**src/rtl/cache_ctrl_refill.sv**
```systemverilog
// cache_ctrl_refill: back end of the cache controller pipeline.
// Serves read hits directly, writes every store through to memory (and to
// the data SRAM on a hit), and refills a round-robin victim way on a read
// miss before returning the requested word.
// Ports:
//   clk, reset (sync, active-low)
//   p*_i / prdy_o      : request from the tag/data lookup pipeline
//   rvld_o/rrdy_i/rdat_o : response to the requester
//   mreq_* / mresp_*   : single memory request channel and read-beat return
//   sram_* / tag_*     : data and tag SRAM write ports (per-way active-low web)
module cache_ctrl_refill #(
  parameter int unsigned ADDR_WIDTH          = 32,
  parameter int unsigned CLINE_SIZE_WORD     = 4,
  parameter int unsigned CLINE_ADDR_WIDTH    = 7,
  parameter int unsigned CLINE_WORD_WIDTH    = 32,
  parameter int unsigned TAG_SRAM_DATA_WIDTH = 32,
  parameter int unsigned NUM_WAYS            = 4,
  parameter int unsigned WMASK_WIDTH         = 4
) (
  input  logic                                   clk,
  input  logic                                   reset,
  input  logic                                   pvld_i,
  output logic                                   prdy_o,
  input  logic                                   phit_i,
  input  logic [CLINE_WORD_WIDTH-1:0]            pddat_i,
  input  logic [ADDR_WIDTH-1:0]                  paddr_i,
  input  logic                                   pweb_i,
  input  logic [NUM_WAYS-1:0]                    pcache_web_i,
  input  logic [WMASK_WIDTH-1:0]                 pwmask_i,
  input  logic [CLINE_WORD_WIDTH-1:0]            pwdat_i,
  output logic                                   rvld_o,
  input  logic                                   rrdy_i,
  output logic [CLINE_WORD_WIDTH-1:0]            rdat_o,
  output logic                                   mreq_vld_o,
  input  logic                                   mreq_rdy_i,
  output logic                                   mreq_we_o,
  output logic [ADDR_WIDTH-1:0]                  maddr_o,
  output logic [CLINE_WORD_WIDTH-1:0]            mwdat_o,
  output logic [WMASK_WIDTH-1:0]                 mwmask_o,
  input  logic                                   mresp_vld_i,
  input  logic [CLINE_WORD_WIDTH-1:0]            mresp_dat_i,
  output logic [NUM_WAYS-1:0]                    sram_web_o,
  output logic [CLINE_ADDR_WIDTH+$clog2(CLINE_SIZE_WORD)-1:0] sram_addr_o,
  output logic [CLINE_WORD_WIDTH-1:0]            sram_wdat_o,
  output logic [WMASK_WIDTH-1:0]                 sram_wmask_o,
  output logic [NUM_WAYS-1:0]                    tag_web_o,
  output logic [CLINE_ADDR_WIDTH-1:0]            tag_addr_o,
  output logic [TAG_SRAM_DATA_WIDTH-1:0]         tag_wdat_o
);

  localparam int unsigned OFS   = $clog2(CLINE_SIZE_WORD);
  localparam int unsigned BOFS  = $clog2(WMASK_WIDTH);
  localparam int unsigned IDX   = CLINE_ADDR_WIDTH;
  localparam int unsigned DW    = CLINE_WORD_WIDTH;
  localparam int unsigned TW    = TAG_SRAM_DATA_WIDTH;
  localparam int unsigned LW    = ADDR_WIDTH - BOFS - OFS;
  localparam int unsigned TPADW = TW - 1;
  localparam int unsigned SAW   = IDX + OFS;
  localparam int unsigned LOW   = BOFS + OFS;

  typedef enum logic [2:0] {
    S_IDLE, S_INV, S_RD_REQ, S_FILL, S_TAG, S_WR, S_RESP
  } state_e;

  state_e                state_q, state_d;
  logic [LW-1:0]         line_q, line_d;
  logic [OFS-1:0]        woff_q, woff_d;
  logic [OFS-1:0]        beat_q, beat_d;
  logic [NUM_WAYS-1:0]   victim_q, victim_d;

  logic                  prdy_q, prdy_d;
  logic                  rvld_q, rvld_d;
  logic [DW-1:0]         rdat_q, rdat_d;
  logic                  mreq_vld_q, mreq_vld_d;
  logic                  mreq_we_q, mreq_we_d;
  logic [ADDR_WIDTH-1:0] maddr_q, maddr_d;
  logic [DW-1:0]         mwdat_q, mwdat_d;
  logic [WMASK_WIDTH-1:0] mwmask_q, mwmask_d;
  logic [NUM_WAYS-1:0]   sram_web_q, sram_web_d;
  logic [SAW-1:0]        sram_addr_q, sram_addr_d;
  logic [DW-1:0]         sram_wdat_q, sram_wdat_d;
  logic [WMASK_WIDTH-1:0] sram_wmask_q, sram_wmask_d;
  logic [NUM_WAYS-1:0]   tag_web_q, tag_web_d;
  logic [IDX-1:0]        tag_addr_q, tag_addr_d;
  logic [TW-1:0]         tag_wdat_q, tag_wdat_d;

  logic [IDX-1:0]        idx_c;
  logic [LW-IDX-1:0]     tag_c;

  assign idx_c = line_q[IDX-1:0];
  assign tag_c = line_q[LW-1:IDX];

  // Next state and next registered outputs; every output is a flop so all
  // values here are what the ports show in the following cycle.
  always_comb begin
    state_d      = state_q;
    line_d       = line_q;
    woff_d       = woff_q;
    beat_d       = beat_q;
    victim_d     = victim_q;
    rvld_d       = rvld_q;
    rdat_d       = rdat_q;
    mreq_vld_d   = mreq_vld_q;
    mreq_we_d    = mreq_we_q;
    maddr_d      = maddr_q;
    mwdat_d      = mwdat_q;
    mwmask_d     = mwmask_q;
    sram_web_d   = '1;
    sram_addr_d  = sram_addr_q;
    sram_wdat_d  = sram_wdat_q;
    sram_wmask_d = sram_wmask_q;
    tag_web_d    = '1;
    tag_addr_d   = tag_addr_q;
    tag_wdat_d   = tag_wdat_q;

    unique case (state_q)
      S_IDLE: begin
        if (pvld_i) begin
          line_d = paddr_i[ADDR_WIDTH-1:LOW];
          woff_d = paddr_i[LOW-1:BOFS];
          if (!pweb_i) begin
            // Write-through for both hit and miss; SRAM updated on hit only.
            state_d      = S_WR;
            mreq_vld_d   = 1'b1;
            mreq_we_d    = 1'b1;
            maddr_d      = paddr_i;
            mwdat_d      = pwdat_i;
            mwmask_d     = pwmask_i;
            sram_addr_d  = paddr_i[LOW+IDX-1:BOFS];
            sram_wdat_d  = pwdat_i;
            sram_wmask_d = pwmask_i;
            if (phit_i) sram_web_d = pcache_web_i;
          end else if (phit_i) begin
            state_d = S_RESP;
            rvld_d  = 1'b1;
            rdat_d  = pddat_i;
          end else begin
            // Invalidate the victim first so an aborted fill never looks valid.
            state_d    = S_INV;
            tag_web_d  = ~victim_q;
            tag_addr_d = paddr_i[LOW+IDX-1:LOW];
            tag_wdat_d = '0;
          end
        end
      end

      S_INV: begin
        state_d    = S_RD_REQ;
        mreq_vld_d = 1'b1;
        mreq_we_d  = 1'b0;
        maddr_d    = {line_q, {LOW{1'b0}}};
      end

      S_RD_REQ: begin
        if (mreq_rdy_i) begin
          state_d    = S_FILL;
          mreq_vld_d = 1'b0;
          beat_d     = '0;
        end
      end

      S_FILL: begin
        if (mresp_vld_i) begin
          sram_web_d   = ~victim_q;
          sram_addr_d  = {idx_c, beat_q};
          sram_wdat_d  = mresp_dat_i;
          sram_wmask_d = '1;
          beat_d       = beat_q + OFS'(1);
          if (beat_q == woff_q) rdat_d = mresp_dat_i;
          if (beat_q == OFS'(CLINE_SIZE_WORD - 1)) begin
            state_d    = S_TAG;
            tag_web_d  = ~victim_q;
            tag_addr_d = idx_c;
            tag_wdat_d = {1'b1, TPADW'(tag_c)};
          end
        end
      end

      S_TAG: begin
        state_d  = S_RESP;
        rvld_d   = 1'b1;
        victim_d = {victim_q[NUM_WAYS-2:0], victim_q[NUM_WAYS-1]};
      end

      S_WR: begin
        if (mreq_rdy_i) begin
          state_d    = S_RESP;
          mreq_vld_d = 1'b0;
          rvld_d     = 1'b1;
          rdat_d     = '0;
        end
      end

      S_RESP: begin
        if (rrdy_i) begin
          state_d = S_IDLE;
          rvld_d  = 1'b0;
        end
      end

      default: state_d = S_IDLE;
    endcase

    prdy_d = (state_d == S_IDLE);
  end

  // State and output registers with synchronous active-low reset.
  always_ff @(posedge clk) begin
    if (!reset) begin
      state_q      <= S_IDLE;
      line_q       <= '0;
      woff_q       <= '0;
      beat_q       <= '0;
      victim_q     <= NUM_WAYS'(1);
      prdy_q       <= 1'b1;
      rvld_q       <= 1'b0;
      rdat_q       <= '0;
      mreq_vld_q   <= 1'b0;
      mreq_we_q    <= 1'b0;
      maddr_q      <= '0;
      mwdat_q      <= '0;
      mwmask_q     <= '0;
      sram_web_q   <= '1;
      sram_addr_q  <= '0;
      sram_wdat_q  <= '0;
      sram_wmask_q <= '0;
      tag_web_q    <= '1;
      tag_addr_q   <= '0;
      tag_wdat_q   <= '0;
    end else begin
      state_q      <= state_d;
      line_q       <= line_d;
      woff_q       <= woff_d;
      beat_q       <= beat_d;
      victim_q     <= victim_d;
      prdy_q       <= prdy_d;
      rvld_q       <= rvld_d;
      rdat_q       <= rdat_d;
      mreq_vld_q   <= mreq_vld_d;
      mreq_we_q    <= mreq_we_d;
      maddr_q      <= maddr_d;
      mwdat_q      <= mwdat_d;
      mwmask_q     <= mwmask_d;
      sram_web_q   <= sram_web_d;
      sram_addr_q  <= sram_addr_d;
      sram_wdat_q  <= sram_wdat_d;
      sram_wmask_q <= sram_wmask_d;
      tag_web_q    <= tag_web_d;
      tag_addr_q   <= tag_addr_d;
      tag_wdat_q   <= tag_wdat_d;
    end
  end

  assign prdy_o       = prdy_q;
  assign rvld_o       = rvld_q;
  assign rdat_o       = rdat_q;
  assign mreq_vld_o   = mreq_vld_q;
  assign mreq_we_o    = mreq_we_q;
  assign maddr_o      = maddr_q;
  assign mwdat_o      = mwdat_q;
  assign mwmask_o     = mwmask_q;
  assign sram_web_o   = sram_web_q;
  assign sram_addr_o  = sram_addr_q;
  assign sram_wdat_o  = sram_wdat_q;
  assign sram_wmask_o = sram_wmask_q;
  assign tag_web_o    = tag_web_q;
  assign tag_addr_o   = tag_addr_q;
  assign tag_wdat_o   = tag_wdat_q;

endmodule
```
**config.mk**
```make
export PLATFORM = sky130hd
export DESIGN_NAME = cache_ctrl_refill
export DESIGN_NICKNAME = d
export VERILOG_FILES = /design/src/rtl/cache_ctrl_refill.sv
export SDC_FILE = /design/constraint.sdc
export NUM_CORES = 1
export LEC_CHECK = 0
export BUFFER_PORTS_ARGS = -buffer_cell sky130_fd_sc_hd__buf_2
export CORE_MARGIN = 2
export CORE_UTILIZATION = 40
export DETAILED_ROUTE_END_ITERATION = 12
export GPL_TIMING_DRIVEN = 0
export HOLD_SLACK_MARGIN = 0.12
export PLACE_DENSITY = 0.77
export SYNTH_ARGS = -nofsm -noshare
export SYNTH_HDL_FRONTEND = slang
export SYNTH_SLANG_ARGS = --single-unit
```
**constraint.sdc**
```tcl
create_clock -name clk -period 3.5 [get_ports clk]
set_clock_uncertainty 0.05 [all_clocks]
set_input_delay 0.7 -clock clk [delete_from_list [all_inputs] [get_ports clk]]
set_output_delay 0.7 -clock clk [all_outputs]
set_load 0.02 [all_outputs]
```
* Word-level counts from Yosys, hierarchy flattened
Cells that the tools add are included.
Cells by class: mux-type cells 68, add/subtract/negate cells 1, bitwise operators 2, reductions and logical operators 18, equal/unequal tests 20
Operator list (count):
- 32-bit two-way mux | 16
- 32-bit one-hot mux with 2 select lines | 3
- 32-bit one-hot mux with 3 select lines | 1
- 4-bit two-way mux | 12
- 7-bit two-way mux | 5
- 9-bit two-way mux | 3
- 3-bit two-way mux | 8
- 4-bit one-hot mux with 2 select lines | 3
- 2-bit != test, second input constant | 11
- 3-bit one-hot mux with 7 select lines | 1
- 9-bit one-hot mux with 2 select lines | 1
- 7-bit one-hot mux with 2 select lines | 1
- 6-bit AND reduction | 2
- 3-bit equality test, second input constant | 3
- 3-bit AND reduction | 3
- 1-bit two-way mux | 8
- 4-bit AND reduction | 2
- 7-bit AND reduction | 1
- 3-bit by 2-bit equality test with 1-bit output, second input constant | 2
- 3-bit logical NOT | 2
- 2-bit nonzero test | 3
- 3-bit nonzero test | 2
- 2-bit two-way mux | 2
- 4-bit NOT | 1
- 13 further kinds | 13
Word-level totals: flip-flop bits (word level) 235, output and inout port bits 196, input bits 144, word-level logic and storage cells 129

* Depth between registers and ports, before layout
Gate-level depths: netlist of the first run.
depth in word-level cells 5, gate-level depth with buffers 8, mapped depth without buffers 5

* Worst setup path before layout of the first run
Ideal clock, no wire load.
path kind input-to-reg, start point input port pweb_i, end point register sram_addr_q[0], in the netlist sram_addr_o[0], stages 5, data required time 3.391 ns, buffers on the path 2, setup slack 1.485 ns, setup time 0.059 ns, arrival time 1.907 ns, cells stage by stage or4b_1 -> a21oi_2 -> buf_4 -> buf_2 -> o211a_1
Between the ends: word-level cells in the longest chain between the ends 2
RTL lines:
- start: declaration | RTL line 27 | input logic pweb_i,
- 2-bit != test (no line)
- 4-bit AND reduction (no line)
- end signal: assignment | RTL line 245 | sram_addr_q <= sram_addr_d;
- end: declaration | RTL line 80 | logic [SAW-1:0] sram_addr_q, sram_addr_d;
Every way passes these cells. A chain may end at the register's enable or synchronous reset.

* Worst setup path after layout of the first run
start point register state_q[1], end point register sram_wmask_q[2], in the netlist sram_wmask_o[2]
Between the ends: word-level cells in the longest chain between the ends 3, elaborated cells between the ends (all ways) 8, those cells by class eq/ne: 4; mux: 1; reduce/logical: 3
RTL lines:
- start: declaration | RTL line 65 | state_e state_q, state_d;
- start signal: assignment | RTL line 231 | state_q <= state_d;
- 3-bit by 2-bit equality test with 1-bit output / 3-bit logical NOT (equally long branches) | RTL line 116 | unique case (state_q)
- 2-bit != test (no line) / 2-bit nonzero test (equally long branches)
- 4-bit AND reduction (no line)
- end signal: assignment | RTL line 247 | sram_wmask_q <= sram_wmask_d;
- end: declaration | RTL line 82 | logic [WMASK_WIDTH-1:0] sram_wmask_q, sram_wmask_d;
Parallel ways exist; a longest one is shown, timed or not.

==> results of run 1 <==
[cells in the mapped netlist (6+ instances only)]
cell type	n
sky130_fd_sc_hd__o211a_1	76
sky130_fd_sc_hd__a21o_1	6
sky130_fd_sc_hd__a21boi_0	108
sky130_fd_sc_hd__mux2i_1	69
sky130_fd_sc_hd__a21oi_1	9
sky130_fd_sc_hd__buf_4	16
sky130_fd_sc_hd__nand3_1	64
sky130_fd_sc_hd__nor2_1	6
sky130_fd_sc_hd__a21boi_1	16
sky130_fd_sc_hd__o21ai_0	39
sky130_fd_sc_hd__nand3b_1	33
sky130_fd_sc_hd__dfxtp_1	225
sky130_fd_sc_hd__and2_1	33
sky130_fd_sc_hd__clkbuf_1	61
sky130_fd_sc_hd__nand2_1	348
sky130_fd_sc_hd__buf_2	34
sky130_fd_sc_hd__nor2b_1	9
[kinds of logic (layout without fill, tap and decap cells)]
logic type	Yosys count	in the layout	share of synthesized area [%]
adders and majority gates	1	1	0.1216
AOI/OAI and AO/OA	280	280	21.51
other	1	22	0.03646
DFF	225	225	43.80
muxes	69	69	6.715
and+or+nand+nor	510	510	22.17
buffers and inverters	119	492	5.487
xor gates and xnor gates	2	2	0.1703
[worst max-delay path, delay by kind of cell, from the launching register on]
family,cells,cell delay (ns)
compound gates,1,0.34
buf+inv,2,0.50
flops,1,0.30
simple gates,2,1.18
[registers in the layout, indices dropped and copies added (netlist names), 4 cells and up]
register and count:
maddr_o 32, mwdat_o 32, rdat_o 32, sram_wdat_o 32, line_q 28, tag_wdat_o 22
sram_addr_o 9, tag_addr_o 7, mwmask_o 4, sram_web_o 4, sram_wmask_o 4, tag_web_o 4
victim_q 4
[how the worst max path moves through the flow]
stage | end | slack (ns)
finish | sram_wmask_o[2] | 1.0
global route | sram_wmask_o[2] | 0.81
CTS | sram_wmask_o[2] | 1.0
detailed placement | sram_addr_o[6] | 0.74
global placement | sram_addr_o[6] | 0.73
floorplan | sram_addr_o[0] | 1.48
[power breakdown]
group	internal, mW	switching, mW
Clock	1.59	1.08
Combinational	0.982	1.74
Sequential	2.97	0.216
Total	5.54	3.04
[final cells by class]
cell class	count	share of cell area (%)
flip-flops and latches	225	34.01
diodes	12	0.2268
clock buffers	34	5.433
inverters	2	0.05669
clock inverters	10	0.8692
repair buffers	329	12.43
multi-input cells	872	39.64
plain buffers	117	4.204
well taps	330	3.118
[through the flow]
stage	hold WS [ns]	cells
2_1_floorplan	0.4056	1216
3_3_place_gp	0.3833	1875
3_5_place_dp	0.3918	1875
4_1_cts	0.3707	1919
5_1_grt	0.3910	1928
6_report	0.3842	1931
[per-layer routing]
layer	share of wire [%]	wire [um]
met2	47	16910
met5	0.036	13
met3	9.5	3470
met1	41	14800
met4	3.2	1153
==> results by stage, run 1 <==
GRT:
- The maximum number of pins on one net before global-route repair is 15.
- Global routing consumed, on the met1 layer, roughly 31% of the routing resources.
- The global-route met3 utilization is 6.490%.
- The met2 routing resource usage after global routing is 43.06%.
- The number of global-route vias before repair is 9,766.
- The total grt overflow is 0.
- The number of antenna violations at the first check in global routing is 11.
- Global routing used 25.59% of the available tracks.
- After global routing, the most crowded layer is met2.
- The wire length of the first global-routing pass is 53,790 um.

Yosys:
- Yosys mapped a number of flops with a built-in enable equal to 0.
- Summing the sequential cell areas from Yosys gives 43.80% of the chip area.
- Counting distinct cell types in the post-synthesis netlist gives between 40 and 50.
- The fraction of post-synthesis cell area in the top cell type by area is around 44%.
- Synthesis inferred 225 register bits.
- The synthesis warning total is 0.
- The most used flip-flop cell after synthesis is sky130_fd_sc_hd__dfxtp_1.
- In the post-synthesis netlist, the biggest area contributors are sky130_fd_sc_hd__dfxtp_1 44%, sky130_fd_sc_hd__nand2_1 13%, sky130_fd_sc_hd__a21boi_0 7.9%.
- The synthesized cell area is 10,280 um2.
- The share of flip-flops with an asynchronous set or reset after synthesis is 0%.
- A synthesized cell averages 8.521 um2.
- The cell type contributing the most total cell area after synthesis is sky130_fd_sc_hd__dfxtp_1.
- Counting every instance in the synthesized netlist gives around 1,200.

STA:
- The final max-slew violation count is 0.
- The routed design could run at a clock period as short as between 2 and 3 ns.
- The setup total negative slack is 0 ns.
- The number of failing hold endpoints at the final stage came to 0.
- At the pin with the least slew margin, the transition time is 1.168 ns.
- Setup repair after global routing left no endpoint under its margin.
- The worst path uses 71.47% of the clock period.
- Setup violations remaining at the end of the flow were counted as 0.
- Static timing analysis puts the maximum clock frequency at 399.8 MHz.
- Once routing completed, OpenROAD measured the worst setup slack at 0.9986 ns.
- The worst slew margin relative to its limit is 21.32%.

Die:
- The die extent in y is approximately 160 um.
- The initial utilization of the core area, before any placement, comes to about two fifths.
- The total number of placement rows is 58.
- The horizontal extent of the die is about 160 um.
- The total area inside the core boundary comes to 25,180 um2.
- The I/O pin total is 340.
- The floorplan step defined a die boundary enclosing 27,010 um2.

Setup path:
- The signal on the critical path passes through buf_2 -> nor3_1 -> nand2_1 -> clkbuf_1 -> o221a_2.
- The category of the worst setup path launch point is a register.
- Data arrives at the worst endpoint at 2.86 ns.
- The first element of the critical path is state_q[1].
- The endpoint identified for the worst register-to-register timing path is sram_wmask_o[2].
- The critical path class is reg -> reg.
- Counting cells, the worst reg-to-reg path comes to 5.
- The worst path required time is 3.86 ns.
- The maximum cell stage delay along the critical path is 0.75 ns.
- Across all register-to-register paths, the minimum setup slack is 1.0 ns.
- Of all nets on the critical path, the largest fanout is 10.
- The worst setup path is captured at a register.
- The launch point of the worst reg-to-reg path is state_q[1].
- The cell with the biggest individual delay on the critical path is sky130_fd_sc_hd__nor3_1.

Drt:
- The count of vias placed by the detailed router is 10,260.
- The average routed wire per standard cell is 18.82 um.
- The total DRC errors in the routed layout is 0.
- The routed design has 36,350 um of wire.
- In this run, the number of DRC markers left after iteration 0 of detailed routing was 919.
- Once detail routing completed, the nets flagged for antenna violations numbered 0.
- The via count normalized by instance count is 5.315.
- The first detailed-routing pass took 8 iterations.

Final layout:
- In the layout the commonest cells are 363 x sky130_fd_sc_hd__buf_2, 348 x sky130_fd_sc_hd__nand2_1, 225 x sky130_fd_sc_hd__dfxtp_1.
- The flip-flop and latch area is between 4000 and 5000 um2.
- The layout has 2,346 filler cells.
- The final standard cell area without fillers is 13,240 um2.
- The fraction of layout cells with a size suffix above 1 is 27.12%.
- For this run, the share of the core covered by cells in the final layout is 52.59%.
- At the end of the flow, the number of nets in the layout was about 1,700.
- The footprint of the multi-input gates is 5250 um2.
- The library cell used most frequently in the layout, excluding fill and tap cells, is sky130_fd_sc_hd__buf_2.
- The layout-stage area growth over the synthesis result is 28.76%.

CTS:
- The clock sink count is 225.
- At the later pin of the worst-skew pair, clock insertion delay measures 0.52 ns.
- After clock tree synthesis, the setup repair step added 0 buffers.
- TritonCTS built the clock tree.
- In this run the number of H-tree levels came out at 1.
- The TritonCTS buffer count is 25.
- The total of cells resized after clock tree synthesis is 0.
- Counting along the longest clock path gives a buffer depth of 3.
- The root buffer cell is sky130_fd_sc_hd__clkbuf_16.
- The count of hold-fix buffers inserted at cts is 0.
- After clock tree synthesis, the clock-pin slew on the worst setup and hold paths is 0.06 ns.

Hold path:
- The tightest min-delay check is of the in -> reg type.
- Counting instances, the worst hold path has a depth of 3.
- The worst hold path begins at paddr_i[11].
- The endpoint of the worst hold-timing path is line_q[7].

Placement:
- Input and output buffers added on the ports amount to 329.
- The placed wire-length estimate after detailed placement is 27,370 um.
- The post-place instance area is about 12,000 um2.
- Before CTS, the worst setup slack after placement is between 0.7 and 0.8 ns.
- At the end of routability-driven placement, the weighted congestion stood at 0.8827.

Power and ir drop:
- The peak supply drop is 0.3873 mV.
- The power after layout is 8.575 mW.
- The static leakage is 6.592 nW.
- For this design the ratio of total power to cell area is between 600 and 700 nW/um2.

Run status:
- The flow ran to the end, and the final reports show no timing, DRC or antenna violations.

Job:
- The tool flagged a number of max-cap violations equal to 0.
Note: power is estimated with default switching activity, not from simulation.
==> run 2: changes to the inputs <==
- clock period: 3.5 -> 2.6 ns (I/O delays scaled with it)
==> run 2 against run 1 <==
Compared with the run above:
- via count up 0.30%
- clock power up 34%
- first-iteration DRC count down 8.6%
- hold slack worse by 0.18 ns
- non-clock buffer count unchanged
- cell area about the same
==> results by stage, run 2 (same netlist as run 1, synthesis figures left out) <==
Drt:
- The iteration-0 DRC count of the detailed router came to 840 (was 919).
- The total DRC errors in the routed layout is 0 (unchanged).
- The number of routed nets with antenna violations is 0 (unchanged).
- The first-pass iteration count of the detailed router came to 5 (was 8).
- The routed length on met1 is 14,830 um (was 14,800 um).
- The met3 routed wirelength is 3482 um (was 3470 um).
- The count of vias placed by the detailed router came to 10,300 (was 10,260).
- The detailed-route wire length is 36,370 um (was 36,350 um).
- The highest layer used for signal routing is met5 (unchanged).
- The met2 layer wire length in the routed design is 16,810 um (was 16,910 um).
- The average routed wire per standard cell is 18.83 um (was 18.82 um).
- The via count normalized by instance count is 5.331 (was 5.315).

STA:
- The final critical-path share of the clock period is 91.12% (was 71.47%).
- The worst setup margin is 0.2309 ns (was 0.9986 ns).
- The worst hold slack across all endpoints is 0.2061 ns (was 0.3842 ns).
- The worst slew margin relative to its limit came to 24.59% (was 21.32%).
- The final-report setup violation count is 0 (unchanged).
- The final max-slew violation count was 0 (unchanged).
- The number of failing hold endpoints at the final stage came to 0 (unchanged).
- Setup repair after global routing missed its margin: false (unchanged).
- The slew at the pin closest to its max-slew limit was 1.119 ns (was 1.168 ns).
- The highest attainable clock frequency came to 422.1 MHz (was 399.8 MHz).
- The setup total negative slack is 0 ns (unchanged).
- The clock period minus worst slack was 2.369 ns (was 2.501 ns).

CTS:
- The clock latency of the later-clocked register in the worst-skew pair was 0.52 ns (about the same).
- The count of hold-fix buffers inserted at cts is 0 (unchanged).
- The number of buffers added for setup after CTS came to 0 (unchanged).
- The buffer levels on the longest clock path came to 3 (unchanged).
- The clock slew at the register clock pins of the worst setup and hold paths is 0.06 ns (about the same).
- The TritonCTS buffer count was 25 (unchanged).
- The clock sink count is 225 (unchanged).
- The number of H-tree branching levels came to 1 (unchanged).
- The root buffer cell is sky130_fd_sc_hd__clkbuf_16 (unchanged).
- The CTS tree was yes (unchanged).

Setup path:
- The maximum cell stage delay along the critical path is 0.54 ns (was 0.75 ns).
- Among the stages of the critical path, the cell type that occurs most often is sky130_fd_sc_hd__buf_2.
- The largest driver fanout on the critical path is 10 (unchanged).
- The depth of the critical timing path with buffers and inverters included is 6 (was 5).
- The family of cells with the greatest summed delay on the critical path is buffers and inverters (was simple AND/OR/NAND/NOR gates).
- The critical path class is reg -> reg (unchanged).
- Crit path cell chain: buf_2 -> or4b_1 -> a21oi_2 -> buf_4 -> buf_2 -> o211a_1 (was buf_2 -> nor3_1 -> nand2_1 -> clkbuf_1 -> o221a_2).
- The category of the worst setup path launch point is a register (unchanged).
- The cell with the biggest individual delay on the critical path is sky130_fd_sc_hd__or4b_1 (was sky130_fd_sc_hd__nor3_1).
- The length in cells of the worst reg-to-reg path is 6 (was 5).
- The worst path required time came to 3.01 ns (was 3.86 ns).
- The number of buffer and inverter instances along the worst setup path was 3 (was 2).
- The arrival time of the worst setup path is 2.78 ns (was 2.86 ns).
- The critical path endpoint category is a register (unchanged).

Final layout:
- Most frequent cells in the layout: 363 x sky130_fd_sc_hd__buf_2, 348 x sky130_fd_sc_hd__nand2_1, 225 x sky130_fd_sc_hd__dfxtp_1 (unchanged).
- The flip-flop and latch area was 4504 um2 (unchanged).
- The net count of the finished layout is 1,717 (unchanged).
- The layout-stage area growth over the synthesis result is 28.81% (was 28.76%).
- The footprint of the multi-input gates is 5255 um2 (was 5250 um2).
- The fraction of layout cells with a size suffix above 1 is 27.19% (was 27.12%).
- The filler cell count in the final layout is 2,346 (unchanged).
- The most common cell after layout, fill and taps aside is sky130_fd_sc_hd__buf_2 (unchanged).

Job:
- The reported max-cap violation count is 0 (unchanged).

Die:
- The starting density of the core came to 40.84% (unchanged).
- The die extent in y was 164.4 um (unchanged).
- The total number of placement rows is 58 (unchanged).
- The I/O pin total is 340 (unchanged).
- The horizontal extent of the die is 164.4 um (unchanged).
- The area enclosed by the die boundary is 27,010 um2 (unchanged).
- The core footprint is 25,180 um2 (unchanged).

GRT:
- The global routing usage summed across all routing layers is 25.59% (unchanged).
- The number of global-route vias before repair is 9,766 (unchanged).
- The number of antenna violations at the first check in global routing is 11 (unchanged).
- The wire length of the first global-routing pass is 53,790 um (unchanged).
- The maximum number of pins on one net before global-route repair is 15 (unchanged).
- The total grt overflow was 0 (unchanged).

Power and ir drop:
- The power density over the cells is 871.8 nW/um2 (was 647.5 nW/um2).
- The static leakage came to 6.593 nW (was 6.592 nW).
- The peak supply drop is 0.5232 mV (was 0.3873 mV).

Placement:
- The last weighted congestion value of the routability-driven placer was 0.8827 (unchanged).
- The placed wire-length estimate after detailed placement is 27,370 um (unchanged).
- The pre-CTS setup slack is 0.02025 ns (was 0.7402 ns).
- The count of input and output buffers is 329 (unchanged).

Hold path:
- The worst min-delay path category is in -> reg (unchanged).
- The number of cells on the worst hold path came to 3 (unchanged).

Run status:
- Outcome: complete, no violations (unchanged).
-- run 2: changes by cell type in the layout (fill, tap and decap cells not counted) --
cell	delta
sky130_fd_sc_hd__nor3_1	-1
sky130_fd_sc_hd__nor3_2	+1
-- run 2: cell type report --
class,count,area share (%)
diodes,12,0.2267
clock buffers,34,5.431
well taps,330,3.117
clock inverters,10,0.8689
inverters,2,0.05667
plain buffers,117,4.203
flip-flops and latches,225,34.00
multi-input cells,872,39.67
repair buffers,329,12.43
-- run 2: final timing paths --
kind	from	end	slack [ns]
setup reg to reg	state_q[1]	sram_addr_o[6]	0.23
hold reg to reg	tag_wdat_o[13]	tag_wdat_o[13]	0.40
hold / removal	pwdat_i[30]	mwdat_o[30]	0.21
setup / recovery	state_q[1]	sram_addr_o[6]	0.23
-- run 2: layer usage --
| metal | GRT usage [%] | vias up |
|---|---|---|
| met5 | 0 | - |
| met4 | 9.928 | 2 |
| met3 | 6.490 | 93 |
| met2 | 43.06 | 481 |
| met1 | 31.32 | 4855 |
| li1 | - | 4864 |
-- run 2: repair_timing --
action	in CTS	in global routing
setup endpoints to repair	0	16
endpoints found under the hold margin	0	0
resized for setup	0	1
-- run 2: metrics by stage --
step | std cells | total power, mW | util [%] | cell area (um2)
global route | 1928 | 12.07 | 52.58 | 13240
finish | 1931 | 11.55 | 52.61 | 13250
detailed placement | 1875 | 7.990 | 49.16 | 12380
global placement | 1875 | 7.905 | 49.16 | 12380
floorplan | 1216 | 6.691 | - | 10320
CTS | 1919 | 11.58 | 52.47 | 13210
-- run 2: worst register-to-register path, cell delays in order (launching register included) --
cell and delay (ns):
sky130_fd_sc_hd__dfxtp_1 0.30, sky130_fd_sc_hd__buf_2 0.17, sky130_fd_sc_hd__or4b_1 0.54, sky130_fd_sc_hd__a21oi_2 0.41
sky130_fd_sc_hd__buf_4 0.29, sky130_fd_sc_hd__buf_2 0.35, sky130_fd_sc_hd__o211a_1 0.19
-- run 2: report_power, final --
part	total, mW	leakage [nW]	internal (mW)	switching, mW
clock	3.59	0.404	2.13	1.45
sequential	4.29	1.84	4.00	0.292
combinational	3.67	4.35	1.32	2.35
total	11.5	6.59	7.45	4.09
==> run 3: changes to the inputs <==
--- a/config.mk
+++ b/config.mk
@@ -9,3 +9,3 @@
 export CORE_MARGIN = 2
-export CORE_UTILIZATION = 40
+export CORE_UTILIZATION = 50
 export DETAILED_ROUTE_END_ITERATION = 12
@@ -13,3 +13,3 @@
 export HOLD_SLACK_MARGIN = 0.12
-export PLACE_DENSITY = 0.77
+export PLACE_DENSITY = 0.9
 export SYNTH_ARGS = -nofsm -noshare
==> constraint.sdc (replaced) <==
create_clock -name clk -period 2.6 [get_ports clk]
set_clock_uncertainty 0.05 [all_clocks]
set_input_delay 0.13 -clock clk [delete_from_list [all_inputs] [get_ports clk]]
set_output_delay 0.13 -clock clk [all_outputs]
set_load 0.02 [all_outputs]
==> run 3 against run 2 <==
Compared with the run above:
- critical path depth did not move
- largest power group unchanged
- sequential power rose by 0.9%
- fmax fell by 2.2%
- cell area rose by 11%
- highest routed layer unchanged
- hold slack improved by 0.17 ns
- clock power rose by 9.7%
- sequential cell count did not move
- register-to-register slack got worse by 0.05 ns
- count of clock-buffer cells in the layout fell by 2
- critical path type unchanged
- via count rose by 16%
- power rose by 6.7%
- largest cell class unchanged
==> results by stage, run 3 (same netlist as run 1, synthesis figures left out) <==
Die:
- The horizontal extent of the die is 147.4 um (was 164.4 um).
- The starting density of the core is 50.83% (was 40.84%).
- The total number of placement rows was 52 (was 58).
- The core footprint is 20,230 um2 (was 25,180 um2).
- The die extent in y is 147.4 um (was 164.4 um).
- The I/O pin total is 340 (unchanged).
- The area enclosed by the die boundary is 21,730 um2 (was 27,010 um2).

Final layout:
- The layout-stage area growth over the synthesis result is 43.24% (was 28.81%).
- The fraction of layout cells with a size suffix above 1 is 25.07% (was 27.19%).
- The net count of the finished layout is 1,866 (was 1,717).
- The number of non-filler instances in the completed layout is 2,014 (was 1,931).
- The most common cell after layout, fill and taps aside is sky130_fd_sc_hd__buf_2 (unchanged).
- The filler cell count in the final layout came to 1,287 (was 2,346).
- The footprint of the multi-input gates came to 5255 um2 (unchanged).
- Most frequent cells in the layout: 363 x sky130_fd_sc_hd__buf_2, 348 x sky130_fd_sc_hd__nand2_1, 225 x sky130_fd_sc_hd__dfxtp_1 (unchanged).
- The utilization of the core after routing is 72.80% (was 52.61%).
- The flip-flop and latch area is 4504 um2 (unchanged).

Power and ir drop:
- The static leakage came to 7.261 nW (was 6.593 nW).
- The peak supply drop was 0.6460 mV (was 0.5232 mV).
- The power density over the cells came to 836.6 nW/um2 (was 871.8 nW/um2).

Drt:
- The average routed wire per standard cell came to 21.40 um (was 18.83 um).
- The iteration-0 DRC count of the detailed router is 1,016 (was 840).
- The number of routed nets with antenna violations came to 0 (unchanged).
- The first-pass iteration count of the detailed router is 10 (was 5).
- The via count normalized by instance count was 5.935 (was 5.331).
- The total DRC errors in the routed layout was 0 (unchanged).
- The detailed-route wire length is 43,110 um (was 36,370 um).
- The count of vias placed by the detailed router is 11,950 (was 10,300).

Hold path:
- The worst min-delay path category was in -> reg (unchanged).

Placement:
- The placed wire-length estimate after detailed placement was 26,120 um (was 27,370 um).
- The last weighted congestion value of the routability-driven placer was 0.9390 (was 0.8827).
- The total instance count after detailed placement was 1,815 (was 1,875).
- The pre-CTS setup slack was 0.2563 ns (was 0.02025 ns).
- The count of input and output buffers was 329 (unchanged).

STA:
- The final critical-path share of the clock period is 93.15% (was 91.12%).
- The worst setup margin is 0.1781 ns (was 0.2309 ns).
- The clock period minus worst slack is 2.422 ns (was 2.369 ns).
- Setup repair after global routing missed its margin: false (unchanged).
- The worst hold slack across all endpoints is 0.3765 ns (was 0.2061 ns).
- The setup total negative slack was 0 ns (unchanged).
- The number of failing hold endpoints at the final stage is 0 (unchanged).
- The final-report setup violation count is 0 (unchanged).
- The worst slew margin relative to its limit came to 27.15% (was 24.59%).
- The highest attainable clock frequency is 412.9 MHz (was 422.1 MHz).
- The slew at the pin closest to its max-slew limit came to 1.081 ns (was 1.119 ns).
- The final max-slew violation count is 0 (unchanged).

GRT:
- The total grt overflow came to 0 (unchanged).
- The global routing usage summed across all routing layers is 38.77% (was 25.59%).
- The maximum number of pins on one net before global-route repair is 15 (unchanged).
- The wire length of the first global-routing pass is 66,400 um (was 53,790 um).
- The number of antenna violations at the first check in global routing was 7 (was 11).
- The number of global-route vias before repair is 12,080 (was 9,766).

Job:
- The reported max-cap violation count is 0 (unchanged).

CTS:
- The number of buffers added for setup after CTS is 0 (unchanged).
- The buffer levels on the longest clock path is 3 (unchanged).
- The clock sink count is 225 (unchanged).
- The CTS tree was yes (unchanged).
- The clock latency of the later-clocked register in the worst-skew pair was 0.53 ns (was 0.52 ns).
- The root buffer cell is sky130_fd_sc_hd__clkbuf_16 (unchanged).
- The clock slew at the register clock pins of the worst setup and hold paths is 0.06 ns (about the same).
- The number of H-tree branching levels is 1 (unchanged).
- The TritonCTS buffer count came to 25 (unchanged).

Setup path:
- The category of the worst setup path launch point is a register (unchanged).
- Crit path cell chain: buf_2 -> or4b_1 -> a21oi_2 -> buf_4 -> buf_2 -> o211a_1 (unchanged).
- The critical path endpoint category is a register (unchanged).
- The arrival time of the worst setup path is 2.83 ns (was 2.78 ns).
- The cell with the biggest individual delay on the critical path is sky130_fd_sc_hd__or4b_1 (unchanged).
- The critical path class is reg -> reg (unchanged).
- The most frequent cell on the critical path is sky130_fd_sc_hd__buf_2 (unchanged).
- The largest driver fanout on the critical path is 10 (unchanged).
- The worst path required time is 3.01 ns (about the same).
- The maximum cell stage delay along the critical path was 0.53 ns (was 0.54 ns).

Run status:
- Outcome: complete, no violations (unchanged).
==> run 3: cell types whose count changed in the layout (fill, tap and decap cells not counted), moves of 3 or more <==
cell                            previous run  this run
sky130_fd_sc_hd__diode_2                  12         5
sky130_fd_sc_hd__clkbuf_1                 64        61
sky130_fd_sc_hd__bufinv_16                 2         5
sky130_fd_sc_hd__dlygate4sd3_1             0       149
==> run 3: worst paths after layout <==
check / slack (ns) / from / cells after the start / end
setup / recovery: 0.18 / state_q[1] / 6 / sram_addr_o[2]
hold / removal: 0.38 / paddr_i[26] / 4 / line_q[22]
setup reg to reg: 0.18 / state_q[1] / 6 / sram_addr_o[2]
hold reg to reg: 0.40 / tag_wdat_o[6] / 2 / tag_wdat_o[6]
==> run 3: layout make-up <==
cell class                 instances  share of cell area (%)
antenna                            5                 0.08493
buffer                           117                   3.788
clock buffer                      32                   4.833
clock inverter                    13                   1.401
inverter                           2                 0.05096
multi-input combinational        872                   35.67
sequential                       225                   30.58
tap                              270                   2.293
timing repair buffer             478                   21.30
==> run 3: worst max-delay path: cells and delay by family, from the launching register on <==
family / cells / cell delay [ns]
simple gates: 1 / 0.53
compound gates: 2 / 0.64
flops: 1 / 0.29
buf+inv: 3 / 0.83
==> run 3: through the flow <==
| step | total power, mW | cell area [um2] |
|---|---|---|
| 3_5_place_dp | 7.932 | 12300 |
| 3_3_place_gp | 7.825 | 12300 |
| 6_report | 12.32 | 14730 |
| 5_1_grt | 12.73 | 14730 |
| 2_1_floorplan | 6.691 | 10320 |
| 4_1_cts | 12.05 | 14710 |
==> run 3: metal layers <==
layer | GRT usage (%) | share of wire (%) | routed length [um] | vias up
met5 | 0 | 0.053 | 23 | -
met1 | 43.96 | 36 | 15360 | 5590
li1 | - | - | - | 5155
met4 | 24.04 | 7.1 | 3040 | 4
met3 | 12.25 | 11 | 4788 | 282
met2 | 63.76 | 46 | 19890 | 923
==> run 3: timing repair <==
item / 4_1_cts / 5_1_grt
hold buffers: 149 / 0
endpoints found under the setup margin: 0 / 29
gates resized for setup: 0 / 3
hold endpoints to repair: 197 / 0
==> run 3: power by group <==
part / switching (mW) / internal, mW / total, mW
combinational: 2.53 / 1.52 / 4.05
sequential: 0.334 / 4.00 / 4.33
clock: 1.51 / 2.43 / 3.94
